$ cat src/rtl/pipe_adder.sv
// -----------------------------------------------------------------------------
// pipe_adder
//   Pipelined integer adder/subtractor with a valid/ready handshake on both
//   sides. The WIDTH-bit carry chain is cut into STAGES equal chunks of
//   CW = WIDTH/STAGES bits. Each pipeline stage ripples one chunk, so a long
//   chain still closes timing at one result per cycle. WIDTH must be a
//   multiple of STAGES, and STAGES must be at least 1.
//
// Ports
//   clk        in   clock, rising edge
//   rst        in   asynchronous active-high reset; drops every in-flight beat
//   in_valid   in   operand beat valid
//   in_ready   out  a beat is accepted this cycle when in_valid is also high
//   in_a       in   operand A  [WIDTH]
//   in_b       in   operand B  [WIDTH]
//   in_sub     in   0: A+B+cin, 1: A+~B+1 (cin ignored)
//   in_cin     in   carry-in for add
//   out_valid  out  result valid
//   out_ready  in   consumer takes the result this cycle
//   out_sum    out  result modulo 2^WIDTH
//   out_carry  out  carry out of the MSB (for sub: 1 = no borrow)
//   out_ovf    out  signed overflow
//   out_zero   out  out_sum == 0
// -----------------------------------------------------------------------------
module pipe_adder #(
   parameter int WIDTH  = 32,
   parameter int STAGES = 4
) (
   input  logic             clk,
   input  logic             rst,
   input  logic             in_valid,
   output logic             in_ready,
   input  logic [WIDTH-1:0] in_a,
   input  logic [WIDTH-1:0] in_b,
   input  logic             in_sub,
   input  logic             in_cin,
   output logic             out_valid,
   input  logic             out_ready,
   output logic [WIDTH-1:0] out_sum,
   output logic             out_carry,
   output logic             out_ovf,
   output logic             out_zero
);

   localparam int CW = WIDTH / STAGES;

   // Subtraction is folded into the operands once, at issue time.
   logic [WIDTH-1:0]  b_eff;
   logic              cin_eff;
   logic [STAGES-1:0] vld_vec;
   logic [STAGES-1:0] adv;
   logic              zero_q;

   assign b_eff   = in_sub ? ~in_b : in_b;
   assign cin_eff = in_sub | in_cin;

   // Stage k may load when it is empty or everything downstream of it is
   // moving. Written as a running OR from the output end so that in_ready
   // depends only on out_ready and the stage valid bits, never on in_valid.
   always_comb begin : advance_chain
      logic take;
      take = out_ready;
      adv  = '0;
      for (int k = STAGES - 1; k >= 0; k--) begin
         take   = take | ~vld_vec[k];
         adv[k] = take;
      end
   end

   assign in_ready = adv[0];

   for (genvar k = 0; k < STAGES; k++) begin : g_stage
      // Finished low bits held after this stage, and operand bits not yet added.
      localparam int DONE_W = (k + 1) * CW;
      localparam int PEND_W = WIDTH - DONE_W;

      logic              src_vld;
      logic              src_cin;
      logic              src_sa;
      logic              src_sb;
      logic [CW-1:0]     src_a;
      logic [CW-1:0]     src_b;
      logic [CW:0]       chunk;
      logic [DONE_W-1:0] sum_d;
      logic [DONE_W-1:0] sum_q;
      logic              vld_q;
      logic              cy_q;
      logic              sa_q;
      logic              sb_q;
      logic              load;

      if (k == 0) begin : g_head
         assign src_vld = in_valid;
         assign src_cin = cin_eff;
         assign src_sa  = in_a[WIDTH-1];
         assign src_sb  = b_eff[WIDTH-1];
         assign src_a   = in_a[CW-1:0];
         assign src_b   = b_eff[CW-1:0];
         assign sum_d   = chunk[CW-1:0];
      end else begin : g_body
         // The pending operand registers are kept shifted so that the chunk
         // for this stage always sits in the low CW bits.
         assign src_vld = g_stage[k-1].vld_q;
         assign src_cin = g_stage[k-1].cy_q;
         assign src_sa  = g_stage[k-1].sa_q;
         assign src_sb  = g_stage[k-1].sb_q;
         assign src_a   = g_stage[k-1].g_pend.pa_q[CW-1:0];
         assign src_b   = g_stage[k-1].g_pend.pb_q[CW-1:0];
         assign sum_d   = {chunk[CW-1:0], g_stage[k-1].sum_q};
      end

      assign chunk = {1'b0, src_a} + {1'b0, src_b} + {{CW{1'b0}}, src_cin};
      assign load  = adv[k] & src_vld;

      // ---- stage k register: valid, done sum bits, carry, operand signs ----
      always_ff @(posedge clk or posedge rst) begin
         if (rst) begin
            vld_q <= 1'b0;
            cy_q  <= 1'b0;
            sa_q  <= 1'b0;
            sb_q  <= 1'b0;
            sum_q <= '0;
         end else begin
            if (adv[k]) begin
               vld_q <= src_vld;
            end
            // Data only moves with a real beat, so a stalled or drained
            // stage keeps its last contents stable.
            if (load) begin
               cy_q  <= chunk[CW];
               sa_q  <= src_sa;
               sb_q  <= src_sb;
               sum_q <= sum_d;
            end
         end
      end

      if (PEND_W > 0) begin : g_pend
         logic [PEND_W-1:0] pa_d;
         logic [PEND_W-1:0] pb_d;
         logic [PEND_W-1:0] pa_q;
         logic [PEND_W-1:0] pb_q;

         if (k == 0) begin : g_from_in
            assign pa_d = in_a[WIDTH-1:CW];
            assign pb_d = b_eff[WIDTH-1:CW];
         end else begin : g_from_prev
            assign pa_d = g_stage[k-1].g_pend.pa_q[PEND_W+CW-1:CW];
            assign pb_d = g_stage[k-1].g_pend.pb_q[PEND_W+CW-1:CW];
         end

         always_ff @(posedge clk or posedge rst) begin
            if (rst) begin
               pa_q <= '0;
               pb_q <= '0;
            end else if (load) begin
               pa_q <= pa_d;
               pb_q <= pb_d;
            end
         end
      end

      if (k == STAGES - 1) begin : g_tail
         // ---- last stage: zero flag registered alongside the final sum ----
         always_ff @(posedge clk or posedge rst) begin
            if (rst) begin
               zero_q <= 1'b0;
            end else if (load) begin
               zero_q <= (sum_d == '0);
            end
         end
      end

      assign vld_vec[k] = vld_q;
   end

   assign out_valid = g_stage[STAGES-1].vld_q;
   assign out_sum   = g_stage[STAGES-1].sum_q;
   assign out_carry = g_stage[STAGES-1].cy_q;
   assign out_zero  = zero_q;
   // Overflow: operands of equal sign produced a result of the other sign.
   // Derived purely from last-stage registers, so it resets to 0 with them.
   assign out_ovf   = (g_stage[STAGES-1].sa_q == g_stage[STAGES-1].sb_q) &&
                      (out_sum[WIDTH-1] != g_stage[STAGES-1].sa_q);

endmodule

$ cat config.mk
export PLATFORM = sky130hd
export DESIGN_NAME = pipe_adder
export DESIGN_NICKNAME = d
export VERILOG_FILES = /design/src/rtl/pipe_adder.sv
export SDC_FILE = /design/constraint.sdc
export NUM_CORES = 1
export LEC_CHECK = 0
export ABC_AREA = 1
export CORE_ASPECT_RATIO = 1.4
export CORE_MARGIN = 4
export CORE_UTILIZATION = 43
export DETAILED_ROUTE_END_ITERATION = 8
export GPL_TIMING_DRIVEN = 0
export SKIP_CTS_REPAIR_TIMING = 1
export SYNTH_ARGS = -nofsm -noshare
export SYNTH_HDL_FRONTEND = slang
export SYNTH_SLANG_ARGS = --single-unit
$ cat constraint.sdc
create_clock -name clk -period 10.65 [get_ports clk]
set_clock_uncertainty 0.15 [all_clocks]
set_input_delay 2.13 -clock clk [delete_from_list [all_inputs] [get_ports clk]]
set_output_delay 2.13 -clock clk [all_outputs]
set_load 0.1 [all_outputs]
==> results.sh, run 1 <==
export IMPL_viasPerCell=4.63
export IMPL_slew_violations=0
export IMPL_htree_levels=4
export IMPL_port_buffers=105
export IMPL_cts_tree="built"
export IMPL_powerDensity_nw_per_um2=275
export IMPL_ys_seq_area_frac=0.530
export IMPL_power_mw=2.98
export IMPL_avgSynthCellArea_um2=8.71
export IMPL_synthMuxAreaShare=0
export IMPL_cpPeakStageDelay_ns=1.14
export IMPL_die_area_um2=22900
export IMPL_grt_pass1_vias=6492
export IMPL_status="finished clean"
export IMPL_post_route_period_util=0.606
export IMPL_avgRoutedWirePerCell_um=13.2
export IMPL_grt_overflow=0
export IMPL_timing_hold_worst_class="reg2reg"
export IMPL_worstPathMaxFanout=4
export IMPL_synthXorXnorAreaFrac=0.0406
export IMPL_setup_tns_ns=0
export IMPL_grt_usage=0.175
export IMPL_first_pass_iters=4
export IMPL_num_vias=6499
export IMPL_syn_cell_area_um2=8840
export IMPL_setup_viol=0
export IMPL_synth_fp_nets=1121
export IMPL_cts_buffers=17
export IMPL_num_rows=61
export IMPL_synth_compound_gate_area_share=0.0843
export IMPL_coreArea_um2=20100
export IMPL_synthDistinctLibCells=32
export IMPL_rsz0062_at_grt="false"
export IMPL_synth_top_family_by_area="simple AND/OR/NAND/NOR gates"
export IMPL_sw_frac_of_total=0.453
export IMPL_antenna_found_initial=0
export IMPL_ys_ff_latch=187
export IMPL_vdd_drop_max_uv=121
export IMPL_clk_insertion_delay_late_ns=0.43
export IMPL_cts_buffer_depth=2
export IMPL_crit_buf_inv=4
export IMPL_area_growth_pct=22.6
export IMPL_syn_inst=1015
export IMPL_grt_pass1_wl_mm=31.7
export IMPL_root_buffer="clkbuf_16"
export IMPL_p_seq_frac=0.355
export IMPL_cp_start_kind="primary input"
export IMPL_die_y_um=178
export IMPL_p_leak_nw=5.50
export IMPL_drt_wl_total_mm=18.6
export IMPL_die_w_um=129
export IMPL_arrival_ns=4.17
export IMPL_ys_warn_count=0
export IMPL_cts_sinks=187
export IMPL_clkTransAtPathRegs_ns=0.08
export IMPL_p_int_mw=1.63
export IMPL_antennaDiodeCount=0
export IMPL_slew_headroom=0.342
export IMPL_multi_input_area_um2=3550
export IMPL_grt_max_degree=96
export IMPL_fin_nets=1246
export IMPL_cp_slowest_cell="clkdlybuf4s50_1"
export IMPL_worstSetupPathType="in2out"
export IMPL_finalCriticalPeriod_ns=6.45
export IMPL_end_kind="output pin"
export IMPL_comb_power_share=0.434
export IMPL_critical_path_top_delay_family="buffers and inverters"
export IMPL_drive_gt1_frac=0.0833
export IMPL_hold_violations=0
export IMPL_path_cells="clkdlybuf4s50_1 > inv_1 > nand2_2 > nor2_4 > nand2_4 > nor2_8 > inv_1 > clkdlybuf4s50_1"
export IMPL_fillerInstances=1944
export IMPL_maxCapViolCount=0
export IMPL_dp_cells=1373
export IMPL_drt_iter0_markers=370
export IMPL_initial_core_util=0.440
export IMPL_worstPathRequired_ns=8.37
export IMPL_yosys_area_share_simple=0.220
export IMPL_utilization=0.540
export IMPL_dp_hpwl_mm=14.3
export IMPL_drc=0
export IMPL_synth_fa_ha_area_frac=0.0578
export IMPL_clockPowerShare=0.210
export IMPL_ff_latch_area_um2=4680
export IMPL_max_freq_ghz=0.155
export IMPL_final_antenna_net_count=0
export IMPL_worst_pin_slew_ns=0.984
export IMPL_io_pins=107
export IMPL_final_cells=1405
export IMPL_gp_congestion=0.812
export IMPL_switchingPower_mw=1.35
## registers in the layout (all words and copies together) (netlist names)
register             cells
out_sum                 32
g_stage.vld_q            3
out_carry                1
out_valid                1
out_zero                 1
g_stage.sum_q           48
g_stage.g_pend.pa_q     45
g_stage.sa_q             4
g_stage.g_pend.pb_q     45
g_stage.sb_q             4
g_stage.cy_q             3
## cell usage after synthesis, drive strengths merged
master,count,share of area
a31o,3,0.0030
ha,28,0.040
a31oi,3,0.0021
inv,96,0.041
xnor2,9,0.0089
o21bai,2,0.0017
a21oi,15,0.0085
dfrtp,187,0.53
a21o,2,0.0017
nand3b,7,0.0059
nand4,9,0.0064
xor2,32,0.032
o22ai,4,0.0028
o21ai,107,0.064
or2,1,0.00071
nor2,37,0.020
o21a,1,0.00085
nand2,408,0.18
nand3,16,0.0091
clkbuf,7,0.0030
buf,33,0.024
fa,8,0.018
## cells in the final DEF (no fill, tap or decap), types with 16 or more instances in the layout
cell type        instances
buf_2                   20
clkbuf_16               17
clkdlybuf4s50_1        105
dfrtp_1                187
ha_1                    28
inv_1                   90
nand2_1                398
nand3_1                 16
nor2_1                  34
o21ai_0                 84
o21ai_1                 16
xor2_1                  32
## metrics by stage
stage | hold WS (ns) | cell area [um^2] | worst slack [ns]
final | 0.320 | 10800 | 4.20
after global routing | 0.341 | 10800 | 4.12
after CTS | 0.321 | 10800 | 4.19
after detailed placement | 0.303 | 10200 | 4.20
after global placement | 0.302 | 10200 | 0.744
after floorplan | 0.292 | 8840 | 3.28
## logic make-up (layout without fill, tap and decap cells)
family | after synthesis | in the layout
compound gates | 137 | 137
simple gates | 478 | 478
buf+inv | 136 | 274
fa+ha+maj | 36 | 36
xor+xnor | 41 | 41
flops | 187 | 187
## worst reg2reg max path, stage by stage (launching register included)
cell and delay (ns):
dfrtp_1 0.35, inv_1 0.06, fa_1 0.44, inv_1 0.10, fa_1 0.23, inv_1 0.07
o21ai_0 0.25, nand2_1 0.11, nand2_1 0.08, nand2_1 0.05, a21oi_1 0.13
## path summary, 6_finish.rpt
| check | startpoint | end | slack, ns | depth (start not counted) |
|---|---|---|---|---|
| worst max register to register | g_stage[0].cy_q$_DFFE_PP0P_ | g_stage[1].cy_q$_DFFE_PP0P_ | 8.57 | 10 |
| worst max-delay path | out_ready | in_ready | 4.20 | 8 |
| min in group asynchronous | rst | out_sum[20]$_DFFE_PP0P_ | 2.06 | 2 |
| worst min-delay path | g_stage[0].sum_q[7]$_DFFE_PP0P_ | g_stage[1].sum_q[7]$_DFFE_PP0P_ | 0.32 | 2 |
| worst min register to register | g_stage[0].sum_q[7]$_DFFE_PP0P_ | g_stage[1].sum_q[7]$_DFFE_PP0P_ | 0.32 | 2 |
| max in group asynchronous | rst | g_stage[2].g_pend.pa_q[6]$_DFFE_PP0P_ | 7.40 | 3 |
## layer usage
metal	vias to the layer above	wire length, um	GRT usage
li1	3429	-	-
met1	2959	8440	0.227
met2	91	9330	0.298
met3	20	552	0.0310
met4	0	257	0.0495
met5	-	0	0
## power groups by stage
stage / combinational, mW / sequential, mW / clock [mW]
2_1_floorplan: 0.569 / 1.46 / 0
3_3_place_gp: 1.29 / 1.07 / 0
3_5_place_dp: 1.31 / 1.07 / 0
4_1_cts: 1.31 / 1.06 / 0.640
5_1_grt: 1.43 / 1.09 / 0.672
6_report: 1.30 / 1.06 / 0.628
## area by class of cell
cell class              instances  share of cell area
clock inverters                15              0.0155
well taps                     252              0.0291
multi-input cells             692               0.328
flip-flops and latches        187               0.432
clock buffers                  17              0.0393
repair buffers                106              0.0996
plain buffers                  40              0.0221
inverters                      96              0.0342
(Power assumes the default switching activity.)
==> inputs of run 2 (changes only) <==
Settings changed: PLACE_DENSITY from default to 0.67.
Clock period 10.65 ns to 5.8 ns, I/O delays scaled along.
==> run 2 against run 1 <==
Core utilization grew 0.31 points. Clock power grew 89%. Power grew 85%. Critical endpoint unchanged.
==> results.sh, run 2 (synthesis gave the netlist of run 1 again) <==
export IMPL_clkTransAtPathRegs_ns=0.07
export IMPL_arrival_ns=3.21
export IMPL_p_leak_nw=5.53
export IMPL_timing_hold_worst_class="reg2reg"
export IMPL_cts_buffers=17
export IMPL_setup_tns_ns=0
export IMPL_status="finished clean"
export IMPL_path_cells="clkdlybuf4s50_1 > inv_1 > nand2_2 > nor2_4 > nand2_4 > nor2_8 > inv_1 > clkdlybuf4s50_1"
export IMPL_slew_headroom=0.334
export IMPL_io_pins=107
export IMPL_grt_busiest_layer="met2"
export IMPL_grt_max_degree=45
export IMPL_die_area_um2=22900
export IMPL_num_vias=6683
export IMPL_crit_buf_inv=4
export IMPL_dp_cells=1376
export IMPL_finalCriticalPeriod_ns=4.52
export IMPL_final_cell_mix="398 x nand2_1, 187 x dfrtp_1, 105 x clkdlybuf4s50_1"
export IMPL_cpPeakStageDelay_ns=1.14
export IMPL_worst_pin_slew_ns=0.996
export IMPL_drive_gt1_frac=0.0856
export IMPL_grt_pass1_wl_mm=31.3
export IMPL_die_w_um=129
export IMPL_sw_frac_of_total=0.443
export IMPL_worstSetupPathType="in2out"
export IMPL_drc=0
export IMPL_reg_largest_list="g_stage.sum_q x48, g_stage.g_pend.pa_q x45, g_stage.g_pend.pb_q x45"
export IMPL_setup_viol=0
export IMPL_slew_violations=0
export IMPL_gp_congestion=0.842
export IMPL_grt_pass1_vias=6499
export IMPL_use_met1=0.211
export IMPL_fin_nets=1249
export IMPL_use_met3=0.0271
export IMPL_maxCapViolCount=0
export IMPL_avgRoutedWirePerCell_um=13.2
export IMPL_coreArea_um2=20100
export IMPL_utilization=0.543
export IMPL_powerDensity_nw_per_um2=506
export IMPL_antennaDiodeCount=0
export IMPL_cts_buffer_depth=2
export IMPL_fillerInstances=1867
export IMPL_htree_levels=4
export IMPL_worstPathMaxFanout=4
export IMPL_critical_path_top_delay_family="buffers and inverters"
export IMPL_post_route_period_util=0.779
export IMPL_largest_register="g_stage.sum_q"
export IMPL_cp_start_kind="primary input"
export IMPL_p_int_mw=3.07
export IMPL_p_seq_frac=0.353
export IMPL_worstPathRequired_ns=4.49
export IMPL_area_growth_pct=23.3
export IMPL_grt_overflow=0
export IMPL_rsz0062_at_grt="false"
export IMPL_globalRouteMet2Util=0.302
export IMPL_setup_slack_ns=1.28
export IMPL_final_common_cell="nand2_1"
export IMPL_grt_usage=0.171
export IMPL_end_kind="output pin"
export IMPL_viasPerCell=4.75
export IMPL_final_antenna_net_count=0
export IMPL_root_buffer="clkbuf_16"
export IMPL_final_cells=1408
export IMPL_switchingPower_mw=2.44
export IMPL_power_mw=5.52
export IMPL_drt_wl_total_mm=18.6
export IMPL_cts_tree="built"
export IMPL_num_rows=61
export IMPL_first_pass_iters=4
export IMPL_drt_iter0_markers=395
export IMPL_antenna_found_initial=0
export IMPL_hold_violations=0
export IMPL_cts_sinks=187
export IMPL_clk_insertion_delay_late_ns=0.43
export IMPL_post_place_ws_ns=1.28
export IMPL_die_y_um=178
export IMPL_largest_reg_flops=48
export IMPL_initial_core_util=0.440
export IMPL_port_buffers=105
export IMPL_comb_power_share=0.432
export IMPL_clockPowerShare=0.215
export IMPL_dp_hpwl_mm=14.7
export IMPL_vdd_drop_max_uv=228
export IMPL_r2r_slack_ns=3.75
export IMPL_cp_slowest_cell="clkdlybuf4s50_1"
export IMPL_max_freq_ghz=0.221
==> run 2: changes by cell type in the layout (fill, tap and decap cells not counted), sizes merged <==
cell | before | now
bufinv | 0 | 2
buf | 34 | 37
inv | 105 | 103
==> run 2: per-stage QoR <==
| step | cell area, um^2 | hold WS, ns |
|---|---|---|
| 3_5_place_dp | 10300 | 0.301 |
| 3_3_place_gp | 10200 | 0.302 |
| 5_1_grt | 10900 | 0.344 |
| 2_1_floorplan | 8840 | 0.292 |
| 4_1_cts | 10900 | 0.317 |
| 6_report | 10900 | 0.317 |
==> run 2: layout make-up <==
cell class,instances,area [um^2],area share
tap,252,315,0.0289
clock inverter,15,180,0.0165
sequential,187,4680,0.430
timing repair buffer,109,1130,0.104
inverter,96,367,0.0337
buffer,40,239,0.0219
multi-input combinational,692,3550,0.326
clock buffer,17,425,0.0391
==> run 2: worst reg2reg max path, cell delays in order, from the launching register on <==
cell,delay (ns)
dfrtp_1,0.35
inv_1,0.08
fa_1,0.47
inv_1,0.11
fa_1,0.23
inv_1,0.06
o21ai_0,0.21
nand2_1,0.10
nand2_1,0.07
nand2_1,0.05
a21oi_1,0.11
==> run 2: final timing paths <==
path	end	cells past startpoint	startpoint
max reg2reg	g_stage[2].cy_q$_DFFE_PP0P_	10	g_stage[1].cy_q$_DFFE_PP0P_
max in group asynchronous	g_stage[1].sum_q[9]$_DFFE_PP0P_	4	rst
min	g_stage[2].g_pend.pb_q[3]$_DFFE_PP0P_	2	g_stage[1].g_pend.pb_q[11]$_DFFE_PP0P_
min in group asynchronous	g_stage[2].sum_q[19]$_DFFE_PP0P_	2	rst
min reg2reg	g_stage[2].g_pend.pb_q[3]$_DFFE_PP0P_	2	g_stage[1].g_pend.pb_q[11]$_DFFE_PP0P_
max	in_ready	8	out_ready
==> run 2: power by group through the flow <==
| stage | sequential, mW | combinational, mW | clock (mW) |
|---|---|---|---|
| 6_report | 1.95 | 2.38 | 1.19 |
| 5_1_grt | 2.00 | 2.62 | 1.27 |
| 4_1_cts | 1.95 | 2.41 | 1.21 |
| 3_5_place_dp | 1.97 | 2.40 | 0 |
| 3_3_place_gp | 1.96 | 2.36 | 0 |
| 2_1_floorplan | 2.69 | 1.05 | 0 |
==> run 2: per-layer routing <==
layer	vias to the layer above	wire, um	share of wire
li1	3446	-	-
met1	3100	7980	0.43
met2	116	9670	0.52
met3	21	613	0.033
met4	0	365	0.020
met5	-	0	0
